[src/rtl/cpu_core_if.sv]
// Bus bundle between cpu_core and its instruction ROM / data RAM environment.
// The master side is the core; the slave side is the memory system or a bench.
interface cpu_core_if #(
  parameter int unsigned BUS_WIDTH = 16
);
  logic [15:0]          instr;
  logic                 instr_valid;
  logic [BUS_WIDTH-1:0] in_m;
  logic [BUS_WIDTH-1:0] out_m;
  logic                 write_m;
  logic [14:0]          address_m;
  logic [14:0]          pc;
  logic                 carry_flag;

  modport master (
    input  instr, instr_valid, in_m,
    output out_m, write_m, address_m, pc, carry_flag
  );

  modport slave (
    output instr, instr_valid, in_m,
    input  out_m, write_m, address_m, pc, carry_flag
  );
endinterface

[src/rtl/cpu_core.sv]
// Single-cycle Hack-style CPU core: instruction decode, A/D/PC/carry registers
// and the Hack ALU it drives.
module alu #(
  parameter int unsigned BUS_WIDTH = 16
) (
  input  logic [BUS_WIDTH-1:0] x,
  input  logic [BUS_WIDTH-1:0] y,
  input  logic                 zx,
  input  logic                 nx,
  input  logic                 zy,
  input  logic                 ny,
  input  logic                 f,
  input  logic                 no,
  output logic [BUS_WIDTH-1:0] out,
  output logic                 zr,
  output logic                 ng,
  output logic                 carry
);
  logic [BUS_WIDTH-1:0] x_z, x_n, y_z, y_n, res;
  logic [BUS_WIDTH:0]   sum;

  always_comb begin
    x_z   = zx ? '0 : x;
    x_n   = nx ? ~x_z : x_z;
    y_z   = zy ? '0 : y;
    y_n   = ny ? ~y_z : y_z;
    sum   = {1'b0, x_n} + {1'b0, y_n};
    res   = f ? sum[BUS_WIDTH-1:0] : (x_n & y_n);
    // Carry is the adder carry-out before output negation; AND ops never carry.
    carry = f & sum[BUS_WIDTH];
    out   = no ? ~res : res;
    zr    = (out == '0);
    ng    = out[BUS_WIDTH-1];
  end
endmodule

module cpu_core #(
  parameter int unsigned BUS_WIDTH = 16
) (
  input logic        clk,
  input logic        rst_n,
  cpu_core_if.master bus
);
  logic [BUS_WIDTH-1:0] a_q, a_d, d_q, d_d;
  logic [14:0]          pc_q, pc_d;
  logic                 carry_q, carry_d;

  logic                 is_c, sel_m, take;
  logic [2:0]           dest, jmp;
  logic [BUS_WIDTH-1:0] alu_y, alu_out;
  logic                 alu_zr, alu_ng, alu_carry;
  logic                 unused_instr;

  assign is_c         = bus.instr[15];
  assign sel_m        = bus.instr[12];
  assign dest         = bus.instr[5:3];
  assign jmp          = bus.instr[2:0];
  assign unused_instr = ^bus.instr[14:13];
  assign alu_y        = sel_m ? bus.in_m : a_q;

  alu #(
    .BUS_WIDTH (BUS_WIDTH)
  ) u_alu (
    .x     (d_q),
    .y     (alu_y),
    .zx    (bus.instr[11]),
    .nx    (bus.instr[10]),
    .zy    (bus.instr[9]),
    .ny    (bus.instr[8]),
    .f     (bus.instr[7]),
    .no    (bus.instr[6]),
    .out   (alu_out),
    .zr    (alu_zr),
    .ng    (alu_ng),
    .carry (alu_carry)
  );

  assign take = is_c & ((jmp[2] & alu_ng) | (jmp[1] & alu_zr) | (jmp[0] & ~alu_ng & ~alu_zr));

  always_comb begin
    a_d     = a_q;
    d_d     = d_q;
    pc_d    = pc_q;
    carry_d = carry_q;
    if (bus.instr_valid) begin
      if (!is_c) begin
        a_d = BUS_WIDTH'(bus.instr[14:0]);
      end else begin
        if (dest[2]) a_d = alu_out;
        if (dest[1]) d_d = alu_out;
        carry_d = alu_carry;
      end
      // Jump target is the A value held before this instruction's writeback.
      pc_d = take ? a_q[14:0] : pc_q + 15'd1;
    end
  end

  always_ff @(posedge clk) begin
    if (!rst_n) begin
      a_q     <= '0;
      d_q     <= '0;
      pc_q    <= '0;
      carry_q <= 1'b0;
    end else begin
      a_q     <= a_d;
      d_q     <= d_d;
      pc_q    <= pc_d;
      carry_q <= carry_d;
    end
  end

  assign bus.out_m      = alu_out;
  assign bus.write_m    = is_c & dest[0] & bus.instr_valid & rst_n;
  assign bus.address_m  = a_q[14:0];
  assign bus.pc         = pc_q;
  assign bus.carry_flag = carry_q;
endmodule
[src/flat_wrapper.sv]
// flat-port wrapper written by rule: the top's interface ports become plain ports
module cpu_core_flat 
#(
  parameter int unsigned BUS_WIDTH = 16
)
  (clk, rst_n, bus_instr, bus_instr_valid, bus_in_m, bus_out_m, bus_write_m, bus_address_m, bus_pc, bus_carry_flag);
  cpu_core_if #(.BUS_WIDTH(BUS_WIDTH)) bus_i ();
  input logic clk;
  input logic rst_n;
  input wire logic [$bits(bus_i.instr)-1:0] bus_instr;
  input wire logic [$bits(bus_i.instr_valid)-1:0] bus_instr_valid;
  input wire logic [$bits(bus_i.in_m)-1:0] bus_in_m;
  output wire logic [$bits(bus_i.out_m)-1:0] bus_out_m;
  output wire logic [$bits(bus_i.write_m)-1:0] bus_write_m;
  output wire logic [$bits(bus_i.address_m)-1:0] bus_address_m;
  output wire logic [$bits(bus_i.pc)-1:0] bus_pc;
  output wire logic [$bits(bus_i.carry_flag)-1:0] bus_carry_flag;
  assign bus_i.instr = bus_instr;
  assign bus_i.instr_valid = bus_instr_valid;
  assign bus_i.in_m = bus_in_m;
  assign bus_out_m = bus_i.out_m;
  assign bus_write_m = bus_i.write_m;
  assign bus_address_m = bus_i.address_m;
  assign bus_pc = bus_i.pc;
  assign bus_carry_flag = bus_i.carry_flag;
  cpu_core #(.BUS_WIDTH(BUS_WIDTH)) u_core (.clk(clk), .rst_n(rst_n), .bus(bus_i));
endmodule
[config.mk]
export PLATFORM = sky130hd
export DESIGN_NAME = cpu_core_flat
export DESIGN_NICKNAME = d
export VERILOG_FILES = /design/src/rtl/cpu_core_if.sv /design/src/rtl/cpu_core.sv /design/src/flat_wrapper.sv
export SDC_FILE = /design/constraint.sdc
export NUM_CORES = 1
export LEC_CHECK = 0
export CORE_ASPECT_RATIO = 0.8
export CORE_MARGIN = 2
export CORE_UTILIZATION = 35
export CTS_CLUSTER_DIAMETER = 30
export DETAILED_ROUTE_END_ITERATION = 12
export GPL_TIMING_DRIVEN = 0
export PLACE_DENSITY = 0.59
export SYNTH_ARGS = -nofsm -noshare
export SYNTH_HDL_FRONTEND = slang
export SYNTH_SLANG_ARGS = --single-unit
[constraint.sdc]
create_clock -name clk -period 8.1 [get_ports clk]
set_input_delay 1.215 -clock clk [delete_from_list [all_inputs] [get_ports clk]]
set_output_delay 1.215 -clock clk [all_outputs]
set_load 0.03 [all_outputs]
== Yosys cells after proc, flatten, opt, wreduce, memory -nomap -nowiden ==
Cells that the tools add are included.

* Word-level logic and storage cells: 38
* Bits of input ports: 35
* Output and inout port bits: 48
* Bits in registers: 48

* Equal/unequal tests: 1
* Bitwise gates (word level): 17
* Muxes and demuxes: 10
* Reduce and logical (&&, ||, !) cells: 4
* Add/sub/neg operators: 2

{| class="wikitable"
|+ Operators with widths
! operator !! count
|-
| 2-to-1 mux 16 bit || 9
|-
| inverter 16 bit || 3
|-
| adder 16 x 16 -> 17 bit || 1
|-
| AND 16 bit || 1
|-
| zero test 16 bit || 1
|-
| adder 15 x 1 -> 15 bit, second input constant || 1
|-
| 2-to-1 mux 15 bit || 1
|-
| AND 1 bit || 9
|-
| AND reduction 2 bit || 2
|-
| AND reduction 3 bit || 1
|-
| inequality test 2 bit, second input constant || 1
|-
| inverter 1 bit || 2
|-
| OR 1 bit || 2
|}

== Longest topological paths before layout ==
Gate-level depths: netlist of run 1.

* Depth after elaboration: 14
* Mapped depth: 19
* Gate-level depth less buffers: 16

== Modules after synthesis ==
A second synthesis of run 1 with hierarchy kept.

* Cell total of the unflattened synthesis: 549
* Area total of the unflattened synthesis: 4485.6 sq um

{| class="wikitable"
|+ Modules (own cells, without submodules)
! module !! cells an instance !! sequential area each (sq um) !! instances !! area each (sq um)
|-
| cpu_core || 304 || 960.9 || 1 || 2716.4
|-
| alu || 245 || 0.0 || 1 || 1769.2
|}

== Worst setup path after synthesis of run 1 ==
OpenSTA, ideal clock, no wires.

* Path kind: in2reg
* Start point: input bus_instr[12]
* End point: register u_core.pc_q[0] (netlist: u_core.bus.pc[0])
* Buffers on the path: 3
* Stages on the path: 19
* Data required time: 8.026 ns
* Arrival time: 5.884 ns
* Setup slack: 2.141 ns
* Setup time: 0.074 ns
* Path through: clkbuf_1 > mux2i_1 > nor2_1 > xor2_1 > ha_1 > inv_1 > fa_1 > nand2b_1 > a211oi_2 > mux2_2 > or4_1 > a2111oi_0 > nand4bb_2 > nor4_4 > mux2i_1 > buf_2 > clkbuf_1 > nand3_1 > a31oi_1

* Cells in the longest elaborated chain, start to end: 14
* Elaborated cells on any way between the ends: 20
* Those cells by class: 1 x add/sub; 6 x mux; 12 x bitwise; 1 x reduce/logical

{| class="wikitable"
|+ RTL lines
! item !! RTL line !! RTL
|-
| start, declared || flat_wrapper.sv:10 || <nowiki>input wire logic [$bits(bus_i.instr)-1:0] bus_instr;</nowiki>
|-
| 2-to-1 mux 16 bit (*) || cpu_core.sv:59 || <nowiki>assign alu_y = sel_m ? bus.in_m : a_q;</nowiki>
|-
| 2-to-1 mux 16 bit (*) || cpu_core.sv:25 || <nowiki>y_z = zy ? '0 : y;</nowiki>
|-
| inverter 16 bit || cpu_core.sv:26 || <nowiki>y_n = ny ? ~y_z : y_z;</nowiki>
|-
| 2-to-1 mux 16 bit (*) || cpu_core.sv:26 ||
|-
| adder 16 x 16 -> 17 bit / AND 16 bit (equally long branches) || cpu_core.sv:27, cpu_core.sv:28 ||
|-
| 2-to-1 mux 16 bit (*) || cpu_core.sv:28 || <nowiki>res = f ? sum[BUS_WIDTH-1:0] : (x_n & y_n);</nowiki>
|-
| inverter 16 bit || cpu_core.sv:31 || <nowiki>out = no ? ~res : res;</nowiki>
|-
| 2-to-1 mux 16 bit (*) || cpu_core.sv:31 ||
|-
| zero test 16 bit / inverter 1 bit (equally long branches) || cpu_core.sv:32, cpu_core.sv:78 ||
|-
| AND 1 bit / inverter 1 bit (equally long branches) || cpu_core.sv:78 || <nowiki>assign take = is_c & ((jmp[2] & alu_ng) | (jmp[1] & alu_zr) | (jmp[0] & ~alu_ng & ~alu_zr));</nowiki>
|-
| OR 1 bit / AND 1 bit (equally long branches) || cpu_core.sv:78 ||
|-
| OR 1 bit (*) || cpu_core.sv:78 ||
|-
| AND 1 bit (*) || cpu_core.sv:78 ||
|-
| 2-to-1 mux 15 bit (*) || cpu_core.sv:94 || <nowiki>pc_d = take ? a_q[14:0] : pc_q + 15'd1;</nowiki>
|-
| end signal, assigned || cpu_core.sv:107 || <nowiki>pc_q <= pc_d;</nowiki>
|-
| end, declared || cpu_core.sv:45 || <nowiki>logic [14:0] pc_q, pc_d;</nowiki>
|}

Mark *: on every way between the ends. The rest lies on a longest branch, timed or not.
A chain may end at the register's enable or synchronous reset.

== Final worst setup path of run 1 ==
* Start point: input bus_instr[12]
* End point: output bus_out_m[13]

* Cells in the longest elaborated chain, start to end: 8
* Elaborated cells on any way between the ends: 9
* Those cells by class: 1 x add/sub; 5 x mux; 3 x bitwise

{| class="wikitable"
|+ RTL lines
! item !! RTL line !! RTL
|-
| 2-to-1 mux 16 bit (*) || cpu_core.sv:59 ||
|-
| 2-to-1 mux 16 bit (*) || cpu_core.sv:25 ||
|-
| inverter 16 bit || cpu_core.sv:26 ||
|-
| 2-to-1 mux 16 bit (*) || cpu_core.sv:26 ||
|-
| adder 16 x 16 -> 17 bit / AND 16 bit (equally long branches) || cpu_core.sv:27, cpu_core.sv:28 ||
|-
| 2-to-1 mux 16 bit (*) || cpu_core.sv:28 ||
|-
| inverter 16 bit || cpu_core.sv:31 ||
|-
| 2-to-1 mux 16 bit (*) || cpu_core.sv:31 ||
|-
| end, declared || flat_wrapper.sv:13 || <nowiki>output wire logic [$bits(bus_i.out_m)-1:0] bus_out_m;</nowiki>
|}

Marks and branches as above.

==> summary.txt, run 1 <==
Yosys
  – Seq cells post-synth: 48
  – Mapped Cells: 622
  – Top FF cell, synth: dfxtp_1
  – Synthesized net count: 675
  – Post-synth cell types: 67
  – Post-synth EDFFs: 0
  – Ys async rst share: 0
  – Seq/Total Area, Yosys: 0.207
  – Largest area contributor in the netlist: dfxtp_1
  – Avg Inst Size Synth: approximately 7.5 um2
  – Syn. warnings: 0
  – Top-count cell post-synth: nand2_1
  – Synth top area cells: dfxtp_1 (21%), mux2i_1 (6.7%), xnor2_1 (4.9%), a21oi_1 (4.6%), ha_1 (4.6%)
  – Most frequent cells after synthesis: nand2_1 (56), nor2_1 (54), dfxtp_1 (48)
  – Synthesized area: 0.00465 mm2
  – Synth top area share: 0.207

Critical path
  – CP Buf/Inv Count: 4
  – Top cell by count, worst path: clkbuf_1
  – CP endpoint kind: primary output
  – CP cell instances: clkbuf_1, clkbuf_1, mux2i_1, nor2_1, xor2_1, ha_1, clkbuf_1, nand4_1, o21ai_0, a211oi_1, a221oi_1, xnor2_1, clkdlybuf4s50_1
  – Crit path required time: 6.88 ns
  – Critical path's slowest cell: clkdlybuf4s50_1
  – Worst-path fanout max: 10
  – Arrival time at the worst endpoint: 5.91 ns
  – CP peak stage delay: roughly 0.75 ns
  – Critical Path Start Type: input port
  – Worst path top cell family by delay: buffers and inverters
  – Worst path depth: 13
  – CP Class: input port to primary output
  – Cells on worst reg2reg path: 18

Timing
  – Max Clock Freq: 140 MHz
  – Final WS setup: 0.976 ns
  – Fin crit share: 0.880
  – Slew Limit Headroom: 0.472
  – WHS: 0.457 ns
  – Final Setup Violations: 0
  – Clock Skews: 0.00625 ns
  – Final Hold Fails: 0
  – Slew Limit Fails: 0
  – Worst-Margin Slew: 0.792 ns
  – TNS Setup: 0 ns
  – Tmin final: 7.12 ns
  – Unrepaired setup endpoints after global routing: false

Detailed routing
  – Drc violations: 0
  – Post-route ant nets: 0
  – Vias post-DR: 5016
  – Routed Wire Length: about 16 mm
  – Drt pass-1 iters: 7
  – Initial DRC Count: around 390
  – Drt via density: 5.68
  – DR WL/cell: 18.1 um

Power and ir drop
  – VDD IR-drop max: 0.0867 mV
  – Pwr/cell area: approximately 170 mW/mm2
  – Pleak: 0.00225 uW

Floorplan
  – Starting density of the core: 0.360
  – Die Ht: about 110 um
  – Core area: 0.0129 mm2
  – I/O pins: 83
  – Die ar.: between 0.01 and 0.015 mm2
  – DIE WIDTH: 133 um
  – FP Rows: 37

Clock network
  – Post-CTS setup buffers: 0
  – Clk pin slew, worst setup/hold paths: roughly 0.07 ns
  – Number of H-tree levels: 2
  – # hold bufs at CTS: 0
  – Worst-case clock buffer depth: 2
  – Clk sink count: 48
  – Clock root cell: clkbuf_16
  – Clk_lat worst skew: 0.30 ns
  – Post-cts resize count: 0
  – CTS Buf Count: 5
  – CTS tree: yes

Global routing
  – Initial antenna violation count: 0
  – Via count of the first global-routing pass: roughly 4800
  – Global-route wire length before repair: 25.7 mm
  – Total track usage: 0.225
  – Overflow after GRT: 0
  – Largest net degree at the start of global routing: 16

Finish
  – Diode count: 0
  – Layout Area Growth over Synthesis: 24.8%
  – Share of cells above drive strength 1: 0.0692
  – Nets: 760

Hold path
  – HP Class: flip-flop to flip-flop
  – Hold depth: 2

Place
  – DP Worst Slack: 0.758 ns
  – IO buf count: 78
  – Final Wtd Congestion: around 0.92
  – Final HPWL DP: 12.6 mm

Run status
  – Status: complete, no violations

Flow run
  – Max Cap Violations: 0
-- routing by layer --
metal / global-route usage / vias to the layer above / wire length [um]
li1: - / 2388 / -
met1: 0.340 / 2403 / 7810
met2: 0.340 / 214 / 6750
met3: 0.0340 / 11 / 1280
met4: 0.0361 / 0 / 107
met5: 0 / - / 0
-- cells in the final DEF, fill, tap and decap left out, drive strengths merged, types with 7 or more instances in the layout --
cell type       n
nand2          56
nor2           54
mux2i          31
ha             17
nand3           9
inv            14
and3           21
dfxtp          48
clkdlybuf4s50  78
a31oi          20
xnor2          26
nor2b          14
buf            27
o211ai          7
clkbuf         39
nand4           7
a211oi         16
nor3           15
a21o           17
xor2           16
or3            10
o21ai          13
nand3b         13
a21oi          43
nand2b         30
-- cells by family (layout without fill, tap and decap cells) --
kind of cell / count (synthesis) / after routing / share of synthesized area
mux: 32 / 32 / 0.0692
xor+xnor: 42 / 42 / 0.0791
fa+ha+maj: 18 / 18 / 0.0501
compound gates: 152 / 152 / 0.223
buf+inv: 73 / 159 / 0.0737
flops: 48 / 48 / 0.207
simple gates: 257 / 257 / 0.298
-- per-stage QoR --
step / std cells / utilization / instance area [um2] / power, uW
floorplan: 622 / - / 4650 / 587
global placement: 875 / 0.437 / 5650 / 740
detailed placement: 875 / 0.437 / 5650 / 747
CTS: 883 / 0.449 / 5800 / 970
global route: 883 / 0.449 / 5800 / 1020
finish: 883 / 0.449 / 5800 / 973
-- cell type report --
class | count | area (um2)
clock buffers | 6 | 139
plain buffers | 60 | 294
inverters | 13 | 48.8
repair buffers | 78 | 781
fillers | 1299 | 7110
multi-input cells | 501 | 3350
clock inverters | 2 | 13.8
well taps | 175 | 219
flip-flops and latches | 48 | 961
-- sequential cells by signal, summed over array words and instances, names as in the netlist --
register,cells
u_core.bus.carry_flag,1
u_core.d_q,16
u_core.a_q,16
u_core.bus.pc,15
-- worst register-to-register path, delay by kind of cell (launching register included) --
family	cells	cell delay [ns]
and+or+nand+nor	5	1.31
adders and majority gates	2	0.65
xor gates and xnor gates	1	0.19
AOI/OAI and AO/OA	4	1.53
DFF	1	0.41
muxes	3	1.08
buffers and inverters	3	0.89
-- final timing paths --
path,slack (ns),endpoint,startpoint
hold reg to reg,0.46,u_core.d_q[10]$_SDFFE_PN0P_,u_core.d_q[10]$_SDFFE_PN0P_
setup reg to reg,1.99,u_core.bus.pc[3]$_SDFFE_PN0P_,u_core.a_q[0]$_SDFFE_PN0P_
setup / recovery,0.98,bus_out_m[13],bus_instr[12]
hold / removal,0.46,u_core.d_q[10]$_SDFFE_PN0P_,u_core.d_q[10]$_SDFFE_PN0P_
-- power breakdown --
part	internal (uW)	total, uW	switching, uW
registers	251	268	16.3
logic	192	482	290
clock network	124	223	99.7
total	567	973	406
No activity file was read; power rests on OpenSTA's default activity.
==> inputs of run 2 (changes only) <==
--- a/config.mk
+++ b/config.mk
@@ -12,6 +12,8 @@
 export DETAILED_ROUTE_END_ITERATION = 12
 export GPL_TIMING_DRIVEN = 0
 export PLACE_DENSITY = 0.59
+export RECOVER_POWER = 50
+export SETUP_SLACK_MARGIN = 0.5
 export SYNTH_ARGS = -nofsm -noshare
 export SYNTH_HDL_FRONTEND = slang
 export SYNTH_SLANG_ARGS = --single-unit
==> run 2 against run 1 <==
Effect of this change: combinational power down 1%; design area is essentially flat; clock power hardly changed; sequential power is essentially flat; maximum frequency is 0.79% lower; critical path type is now input port to flip-flop; largest cell class unchanged; largest power group unchanged.
==> summary.txt, run 2 (synthesis gave the netlist of run 1 again) <==
Timing
  – Worst-Margin Slew: 0.809 ns (was 0.792 ns)
  – Max Clock Freq: 139 MHz (was 140 MHz)
  – Final Hold Fails: 0 (unchanged)
  – Unrepaired setup endpoints after global routing: false (unchanged)
  – Slew Limit Headroom: 0.461 (was 0.472)
  – Clock Skews: 0.00762 ns (was 0.00625 ns)
  – Final Setup Violations: 0 (unchanged)
  – Slew Limit Fails: 0 (unchanged)
  – Tmin final: 7.18 ns (was 7.12 ns)
  – Fin crit share: 0.887 (was 0.880)
  – TNS Setup: 0 ns (unchanged)
  – Final WS setup: 0.919 ns (was 0.976 ns)
  – WHS: 0.458 ns (was 0.457 ns)

Power and ir drop
  – Pwr/cell area: 167 mW/mm2 (was 168 mW/mm2)
  – VDD IR-drop max: 0.0878 mV (was 0.0867 mV)
  – Pleak: 0.00234 uW (was 0.00225 uW)
  – Pwr Total: 969 uW (was 973 uW)

Detailed routing
  – Drt pass-1 iters: 5 (was 7)
  – Drt via density: 5.69 (was 5.68)
  – Drc violations: 0 (unchanged)
  – Initial DRC Count: 420 (was 394)
  – DR WL/cell: 18.2 um (was 18.1 um)
  – Post-route ant nets: 0 (unchanged)
  – Routed Wire Length: 16.0 mm (about the same)
  – Vias post-DR: 5024 (was 5016)

Finish
  – Share of cells above drive strength 1: 0.0664 (was 0.0692)
  – Most frequent cells in the layout: nand2_1 (56), nor2_1 (54), dfxtp_1 (48) (was clkdlybuf4s50_1 (78), nand2_1 (56), nor2_1 (54))
  – Leading cell type in the layout, fill and taps excluded: nand2_1 (was clkdlybuf4s50_1)
  – Nets: 760 (unchanged)
  – Layout Area Growth over Synthesis: 24.7% (was 24.8%)
  – Diode count: 0 (unchanged)
  – Fin cells: 883 (unchanged)

Critical path
  – Cells on worst reg2reg path: 18 (unchanged)
  – CP Class: input port to flip-flop (was input port to primary output)
  – Crit path required time: 8.32 ns (was 6.88 ns)
  – Reg-to-reg endpoint: u_core.bus.pc[3]$_SDFFE_PN0P_ (unchanged)
  – R2R setup slack: 1.99 ns (about the same)
  – Critical R2R Launch: u_core.a_q[0]$_SDFFE_PN0P_ (unchanged)
  – Arrival time at the worst endpoint: 7.40 ns (was 5.91 ns)
  – Critical Path Start Type: input port (unchanged)
  – CP endpoint kind: flip-flop (was primary output)
  – Worst-path fanout max: 10 (unchanged)

Hold path
  – HP Class: flip-flop to flip-flop (unchanged)
  – Hold depth: 2 (unchanged)
  – Sink of the worst hold path: u_core.d_q[10]$_SDFFE_PN0P_ (unchanged)
  – Hold Crit Start: u_core.d_q[10]$_SDFFE_PN0P_ (unchanged)

Clock network
  – CTS Buf Count: 5 (unchanged)
  – Number of H-tree levels: 2 (unchanged)
  – Clk pin slew, worst setup/hold paths: 0.07 ns (about the same)
  – CTS tree: yes (unchanged)
  – Post-cts resize count: 0 (unchanged)
  – Clk_lat worst skew: 0.30 ns (about the same)
  – Post-CTS setup buffers: 0 (unchanged)
  – Worst-case clock buffer depth: 2 (unchanged)
  – # hold bufs at CTS: 0 (unchanged)
  – Clk sink count: 48 (unchanged)
  – Clock root cell: clkbuf_16 (unchanged)

Place
  – IO buf count: 78 (unchanged)
  – DP Worst Slack: 0.758 ns (unchanged)
  – Final Wtd Congestion: 0.925 (unchanged)
  – Final HPWL DP: 12.6 mm (unchanged)
  – Placed cell count: 875 (unchanged)

Global routing
  – Total track usage: 0.225 (unchanged)
  – Global-route wire length before repair: 25.7 mm (unchanged)
  – Largest net degree at the start of global routing: 16 (unchanged)
  – Via count of the first global-routing pass: 4756 (unchanged)
  – Overflow after GRT: 0 (unchanged)
  – Initial antenna violation count: 0 (unchanged)

Floorplan
  – I/O pins: 83 (unchanged)
  – Die Ht: 107 um (unchanged)
  – Starting density of the core: 0.360 (unchanged)
  – FP Rows: 37 (unchanged)
  – Core area: 0.0129 mm2 (unchanged)
  – DIE WIDTH: 133 um (unchanged)
  – Die ar.: 0.0142 mm2 (unchanged)

Run status
  – Status: complete, no violations (unchanged)

Flow run
  – Max Cap Violations: 0 (unchanged)
==> run 2: changes by cell type in the layout (fill, tap and decap cells not counted) <==
| cell | delta |
|---|---|
| o211ai_1 | +1 |
| mux2_2 | -1 |
| mux2_1 | +1 |
| dlygate4sd3_1 | +32 |
| clkdlybuf4s50_1 | -32 |
| o211ai_2 | -1 |
==> run 2: worst max path at each step <==
stage | start | endpoint | slack [ns] | cells past startpoint
6_report | bus_instr[11] | u_core.bus.pc[3]$_SDFFE_PN0P_ | 0.92 | 18
2_1_floorplan | bus_instr[12] | u_core.bus.pc[0]$_SDFFE_PN0P_ | 2.14 | 19
4_1_cts | bus_instr[12] | u_core.bus.pc[0]$_SDFFE_PN0P_ | 1.07 | 19
5_1_grt | bus_instr[11] | u_core.bus.pc[0]$_SDFFE_PN0P_ | 0.57 | 18
3_5_place_dp | bus_instr[12] | u_core.bus.pc[8]$_SDFFE_PN0P_ | 0.76 | 19
3_3_place_gp | bus_instr[12] | u_core.bus.pc[0]$_SDFFE_PN0P_ | 0.91 | 19
==> run 2: worst max-delay path, cell delays in order <==
cell and delay, ns:
dlygate4sd3_1 0.63, nand2b_1 0.20, xnor2_1 0.15, ha_1 0.25, inv_1 0.07, fa_1 0.38
nand2b_1 0.22, a211oi_2 0.46, mux2_1 0.42, or4_1 0.47, a2111oi_0 0.70, nand4bb_2 0.23
nor4_4 0.27, mux2i_1 0.57, buf_2 0.34, clkbuf_1 0.47, a31oi_1 0.17, a21oi_1 0.18
==> run 2: final cells by class <==
type                       count  area (um2)
buffer                        60         294
tap                          175         219
inverter                      13        48.8
multi-input combinational    501        3340
sequential                    48         961
clock inverter                 2        13.8
timing repair buffer          78         781
fill                        1300        7120
clock buffer                   6         139
==> run 2: metal layers <==
layer | global-route usage | share of wire | vias to the layer above | routed length, um
li1 | - | - | 2385 | -
met1 | 0.340 | 0.49 | 2406 | 7830
met2 | 0.340 | 0.42 | 224 | 6770
met3 | 0.0340 | 0.083 | 9 | 1330
met4 | 0.0361 | 0.0069 | 0 | 111
met5 | 0 | 0 | - | 0
==> run 2: stage by stage <==
step	area [um2]	util
floorplan	4650	-
global placement	5650	0.437
detailed placement	5650	0.437
CTS	5800	0.449
global route	5800	0.449
finish	5800	0.449
==> run 2: power breakdown <==
part | total, uW | switching, uW | internal [uW]
Sequential | 267 | 16.0 | 251
Clock | 224 | 100 | 124
Combinational | 477 | 290 | 187
